--- config.mk ---
export PLATFORM = sky130hd
export DESIGN_NAME = apb_spi_master_ncs
export DESIGN_NICKNAME = d
export VERILOG_FILES = /design/src/rtl/apb_spi_ncs_pkg.sv /design/src/rtl/spi_ncs_fifo.sv /design/src/rtl/apb_spi_master_ncs.sv
export SDC_FILE = /design/constraint.sdc
export NUM_CORES = 1
export LEC_CHECK = 0
export BUFFER_PORTS_ARGS = -buffer_cell sky130_fd_sc_hd__buf_4
export CAP_MARGIN = 20
export CELL_PAD_IN_SITES_DETAIL_PLACEMENT = 1
export CELL_PAD_IN_SITES_GLOBAL_PLACEMENT = 1
export CORE_UTILIZATION = 31
export DETAILED_ROUTE_END_ITERATION = 12
export PLACE_DENSITY_LB_ADDON = 0.1
export SYNTH_ARGS = -nofsm -noshare
export SYNTH_HDL_FRONTEND = slang
export SYNTH_SLANG_ARGS = --single-unit
--- constraint.sdc ---
create_clock -name HCLK -period 18.3 [get_ports HCLK]
set_clock_uncertainty 0.15 [all_clocks]
set_input_delay 3.66 -clock HCLK [delete_from_list [all_inputs] [get_ports HCLK]]
set_output_delay 3.66 -clock HCLK [all_outputs]
set_load 0.005 [all_outputs]
--- src/rtl/apb_spi_ncs_pkg.sv ---
// Shared definitions for the APB SPI master: register offsets, CTRL field
// positions, controller state encoding and the bit-order helper.
package apb_spi_ncs_pkg;

   localparam logic [7:0] REG_CTRL   = 8'h00;
   localparam logic [7:0] REG_CLKDIV = 8'h04;
   localparam logic [7:0] REG_LEN    = 8'h08;
   localparam logic [7:0] REG_STATUS = 8'h0C;
   localparam logic [7:0] REG_TXDATA = 8'h10;
   localparam logic [7:0] REG_RXDATA = 8'h14;
   localparam logic [7:0] REG_INT    = 8'h18;

   localparam int CTRL_START = 0;
   localparam int CTRL_CPOL  = 1;
   localparam int CTRL_CPHA  = 2;
   localparam int CTRL_LSB   = 3;
   localparam int CTRL_SWRST = 4;
   localparam int CTRL_CS_LO = 8;
   localparam int CTRL_CS_HI = 10;

   typedef enum logic [2:0] {
      ST_IDLE,
      ST_CS_SETUP,
      ST_LOAD,
      ST_SHIFT,
      ST_STORE,
      ST_CS_HOLD
   } spi_state_e;

   // Physical bit position of the idx-th bit on the wire.
   function automatic logic [5:0] bit_pos(input logic lsb, input logic [5:0] last,
                                          input logic [5:0] idx);
      return lsb ? idx : last - idx;
   endfunction

endpackage

--- src/rtl/spi_ncs_fifo.sv ---
// First-word-fall-through FIFO with exact occupancy count and synchronous clear.
module spi_ncs_fifo #(
   parameter int DATA_WIDTH = 32,
   parameter int DEPTH      = 8
) (
   input  logic                      clk,
   input  logic                      rst,
   input  logic                      clr,
   input  logic                      push,
   input  logic [DATA_WIDTH-1:0]     wdata,
   input  logic                      pop,
   output logic [DATA_WIDTH-1:0]     rdata,
   output logic                      full,
   output logic                      empty,
   output logic [$clog2(DEPTH):0]    count
);
   localparam int AW = $clog2(DEPTH);
   localparam int CW = AW + 1;

   logic [DATA_WIDTH-1:0] mem [DEPTH];
   logic [AW-1:0]         wptr, rptr;
   logic                  do_push, do_pop;

   assign full    = (count == CW'(DEPTH));
   assign empty   = (count == '0);
   // A pop in the same cycle frees the slot, so a full FIFO still accepts.
   assign do_push = push && (!full || pop);
   assign do_pop  = pop && !empty;
   assign rdata   = mem[rptr];

   always_ff @(posedge clk) begin
      if (rst || clr) begin
         wptr  <= '0;
         rptr  <= '0;
         count <= '0;
      end else begin
         if (do_push) wptr <= wptr + 1'b1;
         if (do_pop)  rptr <= rptr + 1'b1;
         case ({do_push, do_pop})
            2'b10:   count <= count + 1'b1;
            2'b01:   count <= count - 1'b1;
            default: count <= count;
         endcase
      end
   end

   always_ff @(posedge clk) begin
      if (do_push) mem[wptr] <= wdata;
   end

endmodule

--- src/rtl/apb_spi_master_ncs.sv ---
// APB-programmable SPI master with TX/RX FIFOs, selectable mode, bit order,
// frame length and chip select.
module apb_spi_master_ncs
   import apb_spi_ncs_pkg::*;
#(
   parameter int FIFO_DEPTH     = 8,
   parameter int NUM_CS         = 4,
   parameter int APB_ADDR_WIDTH = 12
) (
   input  logic                      HCLK,
   input  logic                      HRESET,
   input  logic [APB_ADDR_WIDTH-1:0] PADDR,
   input  logic [31:0]               PWDATA,
   input  logic                      PWRITE,
   input  logic                      PSEL,
   input  logic                      PENABLE,
   output logic [31:0]               PRDATA,
   output logic                      PREADY,
   output logic                      PSLVERR,
   output logic                      events_o,
   output logic                      spi_clk,
   output logic [NUM_CS-1:0]         spi_csn,
   output logic                      spi_sdo,
   output logic                      spi_oe,
   input  logic                      spi_sdi
);
   localparam int CW = $clog2(FIFO_DEPTH) + 1;

   logic        cpol, cpha, lsb_first, en_tx, en_rx;
   logic [2:0]  cs_idx;
   logic [15:0] div, frame_cnt, rem_cnt, hp_cnt;
   logic [5:0]  flen, bit_idx;
   logic [6:0]  tx_th, rx_th, edge_cnt, tx_elems, rx_elems;
   logic [63:0] tx_sr, rx_sr, tx_word;
   logic        sck_q, sdo_q, busy, tick, last_edge, counting;
   spi_state_e  state, state_n;

   logic [31:0]   tx_rdata, rx_rdata;
   logic          tx_full, tx_empty, rx_full, rx_empty, tx_push, tx_pop, rx_push, rx_pop;
   logic [CW-1:0] tx_cnt, rx_cnt;

   logic acc, wr, rd, sel_ctrl, sel_div, sel_len, sel_stat, sel_tx, sel_rx, sel_int;
   logic swrst, cs_bad, ctrl_ok, start_go, cfg_wr;

   assign acc      = PSEL && PENABLE;
   assign wr       = acc && PWRITE;
   assign rd       = acc && !PWRITE;
   assign sel_ctrl = (PADDR == APB_ADDR_WIDTH'(REG_CTRL));
   assign sel_div  = (PADDR == APB_ADDR_WIDTH'(REG_CLKDIV));
   assign sel_len  = (PADDR == APB_ADDR_WIDTH'(REG_LEN));
   assign sel_stat = (PADDR == APB_ADDR_WIDTH'(REG_STATUS));
   assign sel_tx   = (PADDR == APB_ADDR_WIDTH'(REG_TXDATA));
   assign sel_rx   = (PADDR == APB_ADDR_WIDTH'(REG_RXDATA));
   assign sel_int  = (PADDR == APB_ADDR_WIDTH'(REG_INT));

   assign busy     = (state != ST_IDLE);
   // Soft reset is honoured even mid-transfer; other CTRL fields are not.
   assign swrst    = wr && sel_ctrl && PWDATA[CTRL_SWRST];
   assign cs_bad   = int'(PWDATA[CTRL_CS_HI:CTRL_CS_LO]) >= NUM_CS;
   assign ctrl_ok  = wr && sel_ctrl && !swrst && !busy && !cs_bad;
   assign start_go = ctrl_ok && PWDATA[CTRL_START] && (frame_cnt != 16'd0);
   assign cfg_wr   = wr && !busy;

   assign tx_push  = wr && sel_tx;
   assign tx_pop   = (state == ST_LOAD) && !tx_empty && !swrst;
   assign rx_push  = (state == ST_STORE) && !rx_full && !swrst;
   assign rx_pop   = rd && sel_rx && !rx_empty;
   assign tx_elems = 7'(tx_cnt);
   assign rx_elems = 7'(rx_cnt);
   assign tx_word  = {32'd0, tx_rdata};

   spi_ncs_fifo #(.DATA_WIDTH(32), .DEPTH(FIFO_DEPTH)) u_tx_fifo (
      .clk(HCLK), .rst(HRESET), .clr(swrst), .push(tx_push), .wdata(PWDATA),
      .pop(tx_pop), .rdata(tx_rdata), .full(tx_full), .empty(tx_empty), .count(tx_cnt)
   );

   spi_ncs_fifo #(.DATA_WIDTH(32), .DEPTH(FIFO_DEPTH)) u_rx_fifo (
      .clk(HCLK), .rst(HRESET), .clr(swrst), .push(rx_push), .wdata(rx_sr[31:0]),
      .pop(rx_pop), .rdata(rx_rdata), .full(rx_full), .empty(rx_empty), .count(rx_cnt)
   );

   always_comb begin
      PRDATA = 32'd0;
      if (rd && !HRESET) begin
         if (sel_ctrl) PRDATA = {21'd0, cs_idx, 4'd0, lsb_first, cpha, cpol, 1'b0};
         if (sel_div)  PRDATA = {16'd0, div};
         if (sel_len)  PRDATA = {frame_cnt, 10'd0, flen};
         if (sel_stat) PRDATA = {9'd0, rx_elems, 1'b0, tx_elems, 7'd0, busy};
         if (sel_rx && !rx_empty) PRDATA = rx_rdata;
         if (sel_int)  PRDATA = {14'd0, en_rx, en_tx, 1'b0, rx_th, 1'b0, tx_th};
      end
   end

   assign PREADY   = 1'b1;
   assign PSLVERR  = acc && !HRESET &&
                     (!(sel_ctrl || sel_div || sel_len || sel_stat || sel_tx || sel_rx || sel_int)
                      || (wr && sel_ctrl && !swrst && (busy || cs_bad))
                      || (wr && (sel_div || sel_len) && busy)
                      || (wr && sel_tx && tx_full && !tx_pop)
                      || (rd && sel_rx && rx_empty));
   assign events_o = (en_tx && (tx_elems < tx_th)) || (en_rx && (rx_elems > rx_th));

   always_ff @(posedge HCLK) begin
      if (HRESET) begin
         {cpol, cpha, lsb_first, cs_idx} <= '0;
         div       <= '0;
         flen      <= '0;
         frame_cnt <= '0;
         {en_rx, en_tx, rx_th, tx_th} <= '0;
      end else begin
         if (ctrl_ok) begin
            cpol      <= PWDATA[CTRL_CPOL];
            cpha      <= PWDATA[CTRL_CPHA];
            lsb_first <= PWDATA[CTRL_LSB];
            cs_idx    <= PWDATA[CTRL_CS_HI:CTRL_CS_LO];
         end
         if (cfg_wr && sel_div) div <= PWDATA[15:0];
         if (cfg_wr && sel_len) begin
            flen      <= PWDATA[5:0];
            frame_cnt <= PWDATA[31:16];
         end
         if (wr && sel_int) {en_rx, en_tx, rx_th, tx_th} <= {PWDATA[17:16], PWDATA[14:8], PWDATA[6:0]};
      end
   end

   always_ff @(posedge HCLK) begin
      if (HRESET) state <= ST_IDLE;
      else        state <= state_n;
   end

   assign counting  = (state == ST_CS_SETUP) || (state == ST_SHIFT) || (state == ST_CS_HOLD);
   assign tick      = (hp_cnt == div);
   assign bit_idx   = edge_cnt[6:1];
   assign last_edge = (edge_cnt == {flen, 1'b1});

   always_comb begin
      state_n = state;
      case (state)
         ST_IDLE:     if (start_go) state_n = ST_CS_SETUP;
         ST_CS_SETUP: if (tick) state_n = ST_LOAD;
         ST_LOAD:     if (!tx_empty) state_n = ST_SHIFT;
         ST_SHIFT:    if (tick && last_edge) state_n = ST_STORE;
         ST_STORE:    if (!rx_full) state_n = (rem_cnt == 16'd1) ? ST_CS_HOLD : ST_LOAD;
         ST_CS_HOLD:  if (tick) state_n = ST_IDLE;
         default:     state_n = ST_IDLE;
      endcase
      if (swrst) state_n = ST_IDLE;
   end

   always_ff @(posedge HCLK) begin
      if (HRESET) begin
         hp_cnt   <= '0;
         edge_cnt <= '0;
         rem_cnt  <= '0;
         sck_q    <= 1'b0;
         sdo_q    <= 1'b0;
         tx_sr    <= '0;
         rx_sr    <= '0;
      end else if (swrst) begin
         hp_cnt   <= '0;
         edge_cnt <= '0;
         sck_q    <= cpol;
         sdo_q    <= 1'b0;
      end else begin
         hp_cnt <= (counting && !tick) ? hp_cnt + 16'd1 : 16'd0;
         if (state != ST_SHIFT) begin
            sck_q    <= cpol;
            edge_cnt <= '0;
         end
         case (state)
            ST_IDLE: if (start_go) rem_cnt <= frame_cnt;
            ST_LOAD: if (!tx_empty) begin
               tx_sr <= tx_word;
               rx_sr <= '0;
               sdo_q <= tx_word[bit_pos(lsb_first, flen, 6'd0)];
            end
            // Even edge_cnt is an odd SCK edge: sample when it matches CPHA, else drive.
            ST_SHIFT: if (tick) begin
               sck_q    <= ~sck_q;
               edge_cnt <= edge_cnt + 7'd1;
               if (edge_cnt[0] == cpha) rx_sr[bit_pos(lsb_first, flen, bit_idx)] <= spi_sdi;
               else if (cpha) sdo_q <= tx_sr[bit_pos(lsb_first, flen, bit_idx)];
               else if (bit_idx != flen) sdo_q <= tx_sr[bit_pos(lsb_first, flen, bit_idx + 6'd1)];
            end
            ST_STORE: if (!rx_full) rem_cnt <= rem_cnt - 16'd1;
            default: ;
         endcase
      end
   end

   assign spi_clk = (state == ST_SHIFT) ? sck_q : cpol;
   assign spi_sdo = sdo_q;
   assign spi_oe  = busy;

   always_comb begin
      for (int i = 0; i < NUM_CS; i++) spi_csn[i] = !(busy && (cs_idx == 3'(i)));
   end

endmodule

==> flow_metrics.tcl, run 1 <==
set metrics [dict create \
    slew_headroom 0.3072 \
    ys_async_sr_fraction 0 \
    fin_crit_ps 10270 \
    place_area_um2 32440 \
    drc 0 \
    arrival_ps 6460 \
    cpMostUsedCell "buf_4" \
    cp-end-kind "output port" \
    dp_hpwl_mm 63.66 \
    finalWirelength_mm 95.71 \
    syn_inst 2306 \
    min_path_type "reg2reg" \
    slowest_stage "or4_1" \
    initialDrtViolationCount 1329 \
    drive_gt1_frac 0.1769 \
    hold_violations 0 \
    track_usage 0.1946 \
    grt_pass1_wl_mm 142.0 \
    clock_sink_count 706 \
    rows 114 \
    vias 19660 \
    ir_worst_vdd_mv 0.07436 \
    holdBufCountCts 0 \
    antenna_found_initial 4 \
    dieHeight_um 314.7 \
    die_w_um 314.7 \
    max_stage_delay_ps 900 \
    cts_setup_buffers 0 \
    cap_violations 0 \
    path_class "in2out" \
    nNetsFinal 2473 \
    htree_levels 3 \
    powerDensity_nw_per_um2 97.29 \
    fin_tns_setup_ps 0 \
    cts-root-buf "clkbuf_16" \
    cts_max_path_buffers 3 \
    ios 92 \
    synth_edf_count 512 \
    nFillCells 10140 \
    cts_resized 0 \
    clk_latency_ps 630 \
    synthFlopType "edfxtp_1" \
    coreArea_um2 96710 \
    wl_per_cell_um 25.62 \
    cp-start-kind "input pin" \
    ys_warn_count 0 \
    postLayoutCellArea_um2 35250 \
    cts_buffers 82 \
    gp_congestion 0.8330 \
    yosysTopAreaCell "edfxtp_1" \
    ys_types 81 \
    tritoncts "built" \
    worstPathMaxFanout 20 \
    synth_area_um2 30310 \
    grt_max_degree 77 \
    outcome "finished clean" \
    fmax_ghz 0.09734 \
    grt_remaining_overflow 0 \
    grt_setup_unrepaired "no" \
    grt_pass1_vias 20600 \
    via_per_inst 5.261 \
    setup_viol 0 \
    crit_required_ps 14490 \
    area_delta_synth_final_pct 16.29 \
    drv_slew 0 \
    synth-seq-cells 706 \
    clk_pin_slew_ps 60 \
    syn-num-nets 2390 \
    start_util 0.3134 \
    synth_seq_area_share 0.6354 \
    worst_pin_slew_ps 1030 \
    antenna_left 0 \
    synth_area_leaders "edfxtp_1, dfxtp_1, mux4_2" \
    syn_area_per_cell_um2 13.14 \
    finalCritPeriodShare 0.5614 \
    cp_cell_sequence "buf_4, nor4_1, nand3_1, or4_1, buf_4, nor2_1, a221oi_1, nor2_1, buf_4" \
    synth_top_area_frac 0.5072 \
    dieArea_um2 99030 \
    drt-pass1-iter-count 5 \
    port_buffers 90 \
    leakagePower_nw 11.18 \
]
layer usage:
metal	GRT usage	vias up	share of wire
met5	0	-	0
li1	-	8908	-
met2	0.3354	292	0.50
met3	0.02342	128	0.031
met1	0.2555	10330	0.45
met4	0.05803	0	0.026
layout by cell type (no fill, tap or decap), types with 38 or more instances in the layout:
master / netlist / routed
nor2_1: 198 / 195
nand2_1: 250 / 250
buf_4: 5 / 136
mux2i_1: 111 / 108
o21ai_0: 82 / 82
a21oi_1: 193 / 193
dfxtp_1: 194 / 189
mux4_2: 97 / 97
edfxtp_1: 512 / 512
xnor2_1: 38 / 38
clkbuf_16: 0 / 84
worst paths after layout:
kind,start,end,slack [ps],depth (start not counted)
setup reg to reg,state[2],u_tx_fifo.count[2],13860,13
hold reg to reg,tx_sr[1],tx_sr[1],330,2
setup / recovery,PADDR[9],PRDATA[18],8030,9
hold / removal,tx_sr[1],tx_sr[1],330,2
metrics by stage:
stage | setup slack [ps] | instances | total power [mW] | utilization | hold WS, ps
3_3_place_gp | 7899 | 3578 | 1.782 | 0.3354 | 310.4
2_1_floorplan | 9066 | 2306 | 1.752 | - | 286.3
5_1_grt | 7757 | 3736 | 3.539 | 0.3645 | 347.1
3_5_place_dp | 7861 | 3579 | 1.783 | 0.3355 | 322.1
4_1_cts | 7852 | 3733 | 3.479 | 0.3643 | 332.1
6_report | 8026 | 3736 | 3.429 | 0.3645 | 331.4
Yosys cell counts (6+ instances only):
| cell | instances |
|---|---|
| buf_2 | 22 |
| dfxtp_1 | 194 |
| nor2b_1 | 16 |
| a221oi_1 | 24 |
| buf_1 | 11 |
| a31oi_1 | 10 |
| nor4_1 | 17 |
| or3_1 | 8 |
| xor2_1 | 24 |
| and3_1 | 16 |
| nor3_1 | 35 |
| nand2b_1 | 15 |
| clkbuf_1 | 92 |
| inv_1 | 30 |
| a22oi_1 | 34 |
| nand4_1 | 14 |
| o21ai_0 | 82 |
| a211oi_1 | 32 |
| nand2_1 | 250 |
| mux4_2 | 97 |
| a311oi_1 | 6 |
| a21oi_1 | 193 |
| mux2i_1 | 111 |
| or4_1 | 6 |
| edfxtp_1 | 512 |
| a21o_1 | 11 |
| nand3_1 | 27 |
| o22ai_1 | 13 |
| nor2_1 | 198 |
| xnor2_1 | 38 |
| nor3b_1 | 12 |
| mux2_2 | 20 |
| ha_1 | 32 |
worst max-delay path, delay by kind of cell:
kind            cells  cell delay [ps]
simple gates        5             2110
compound gates      1               60
buf+inv             3              640
layout make-up:
type                       instances  area (µm²)  area share
antenna                            1       2.502  0.00007099
clock buffer                     113        2345     0.06652
clock inverter                    41       437.9     0.01242
inverter                          35       131.4    0.003727
multi-input combinational       1427       10430      0.2959
sequential                       706       19270      0.5467
tap                             1276        1597     0.04529
timing repair buffer             137        1032     0.02928
cells by family (layout without fill, tap and decap cells):
kind of cell,after synthesis,count (layout),synth area share
other,1,2,0.0001237
adder cells (fa/ha/maj),34,34,0.01453
AND/OR/NAND/NOR,645,645,0.09792
flip-flops,706,706,0.6354
buffers and inverters,173,326,0.02473
AO/OA/AOI/OAI,456,456,0.09271
XOR/XNOR,63,63,0.01845
multiplexers,228,228,0.1162
power breakdown:
group | total [mW] | internal (mW) | switching (mW)
sequential | 1.70 | 1.70 | 0.00107
combinational | 0.0451 | 0.0121 | 0.0329
clock | 1.68 | 1.00 | 0.681
registers in the layout, indices dropped and copies added, names as in the netlist, 3 cells and up, named ones only:
name,cells
div,16
u_rx_fifo.mem,256
u_tx_fifo.mem,256
u_rx_fifo.rptr,3
frame_cnt,16
flen,6
rem_cnt,16
tx_sr,32
u_tx_fifo.count,4
u_rx_fifo.count,4
rx_sr,32
u_tx_fifo.rptr,3
rx_th,7
u_rx_fifo.wptr,3
state,3
edge_cnt,7
cs_idx,3
u_tx_fifo.wptr,3
hp_cnt,16
tx_th,7
Note: power is estimated with default switching activity, not from simulation.
==> run 2, diff against run 1 <==
==> constraint.sdc (replaced) <==
create_clock -name HCLK -period 8.9 [get_ports HCLK]
set_clock_uncertainty 0.15 [all_clocks]
set_input_delay 1.78 -clock HCLK [delete_from_list [all_inputs] [get_ports HCLK]]
set_output_delay 1.78 -clock HCLK [all_outputs]
set_load 0.005 [all_outputs]
==> flow_metrics.tcl, run 2 (synthesis gave the netlist of run 1 again) <==
set metrics [dict create \
    swShare 0.2041 \
    fin_crit_ps 6534 \
    cts_buffers 82 \
    tritoncts "built" \
    grt_pass1_wl_mm 140.6 \
    powerDensity_nw_per_um2 202.1 \
    ios 92 \
    drv_slew 0 \
    grt_max_degree 62 \
    clk_pin_slew_ps 70 \
    r2r_start "flen[0]" \
    finalCritPeriodShare 0.7342 \
    nFillCells 10110 \
    layout_commonest_cell "edfxtp_1" \
    multi_input_area_um2 10430 \
    wl_per_cell_um 25.62 \
    busiest_layer "met2" \
    nNetsFinal 2478 \
    seq_power_share 0.490 \
    ir_worst_vdd_mv 0.1354 \
    via_per_inst 5.268 \
    switchingPower_mw 1.459 \
    met1_usage 0.2508 \
    cp-start-kind "input pin" \
    dp_slack_ps 2209 \
    crit_required_ps 6970 \
    grt_setup_unrepaired "no" \
    grt_pass1_vias 20700 \
    cts_resized 0 \
    p_int_mw 5.690 \
    path_class "in2out" \
    leakagePower_nw 11.50 \
    antenna_left 0 \
    worstPathMaxFanout 20 \
    rows 114 \
    dieArea_um2 99030 \
    seqCellArea_um2 19270 \
    postLayoutSetupSlackWorst_ps 2366 \
    cp-end-kind "output port" \
    reg.largest.list "u_rx_fifo.mem (256), u_tx_fifo.mem (256)" \
    drc 0 \
    clkPwrFrac 0.497 \
    coreArea_um2 96710 \
    port_buffers 90 \
    holdBufCountCts 0 \
    clk_latency_ps 650 \
    gp_congestion 0.8281 \
    fin_tns_setup_ps 0 \
    cts_setup_buffers 0 \
    area_delta_synth_final_pct 16.70 \
    htree_levels 3 \
    drt-pass1-iter-count 6 \
    min_from "tx_sr[2]" \
    initialDrtViolationCount 1282 \
    die_w_um 314.7 \
    cts-root-buf "clkbuf_16" \
    dp_hpwl_mm 63.40 \
    antenna_found_initial 2 \
    dieHeight_um 314.7 \
    layout_common_cells "edfxtp_1, nand2_1, nor2_1, a21oi_1, dfxtp_1" \
    drive_gt1_frac 0.1757 \
    use_met2 0.3282 \
    setup_viol 0 \
    cts_max_path_buffers 3 \
    arrival_ps 4600 \
    min_path_type "reg2reg" \
    outcome "finished clean" \
    grt_remaining_overflow 0 \
    start_util 0.3134 \
    use_met3 0.02776 \
    cap_violations 0 \
    track_usage 0.1938 \
    worstSetupStartpoint "PADDR[9]" \
    vias 19710 \
    pwr-share-comb 0.013 \
    finalWirelength_mm 95.83 \
    worst_pin_slew_ps 1032 \
    fmax_ghz 0.1530 \
    hold_violations 0 \
    slew_headroom 0.3103 \
    clock_sink_count 706 \
]
## run 2: layout make-up
cell class / instances / share of cell area
inverters: 35 / 0.003714
diodes: 1 / 0.00007074
repair buffers: 142 / 0.03067
clock inverters: 43 / 0.01595
flip-flops and latches: 706 / 0.5448
clock buffers: 111 / 0.06484
multi-input cells: 1427 / 0.2948
well taps: 1276 / 0.04513
## run 2: power groups by stage
stage | Combinational (mW) | Sequential (mW) | Clock [mW]
after global placement | 0.0938 | 3.57 | 0
after floorplan | 0.0299 | 3.57 | 0
final | 0.0951 | 3.50 | 3.55
after CTS | 0.0961 | 3.50 | 3.65
after detailed placement | 0.0958 | 3.57 | 0
after global routing | 0.102 | 3.50 | 3.76
## run 2: final timing paths
kind	slack [ps]	endpoint	cells past startpoint
hold reg to reg	320	tx_sr[2]	2
hold / removal	320	tx_sr[2]	2
setup / recovery	2370	PRDATA[18]	9
setup reg to reg	4400	rx_sr[24]	10
## run 2: critical path, stage by stage
cell	delay [ps]
buf_4	110
nor4_1	430
nand3_1	280
or4_1	910
buf_4	350
nor2_1	150
a221oi_1	70
nor2_1	350
buf_4	180
## run 2: layer usage
layer  up-vias  wire (µm)
li1       8917          -
met1     10330      42250
met2       314      47140
met3       141       3099
met4         0       3346
met5         -          0
## run 2: per-stage QoR
stage | hold slack [ps] | area (µm²) | util | instances | total power [mW]
2_1_floorplan | 286.3 | 30310 | - | 2306 | 3.602
3_3_place_gp | 307.4 | 32460 | 0.3357 | 3582 | 3.666
3_5_place_dp | 315.9 | 32470 | 0.3358 | 3583 | 3.668
4_1_cts | 325.7 | 35330 | 0.3654 | 3737 | 7.245
5_1_grt | 357.1 | 35370 | 0.3658 | 3741 | 7.360
6_report | 321.8 | 35370 | 0.3658 | 3741 | 7.150
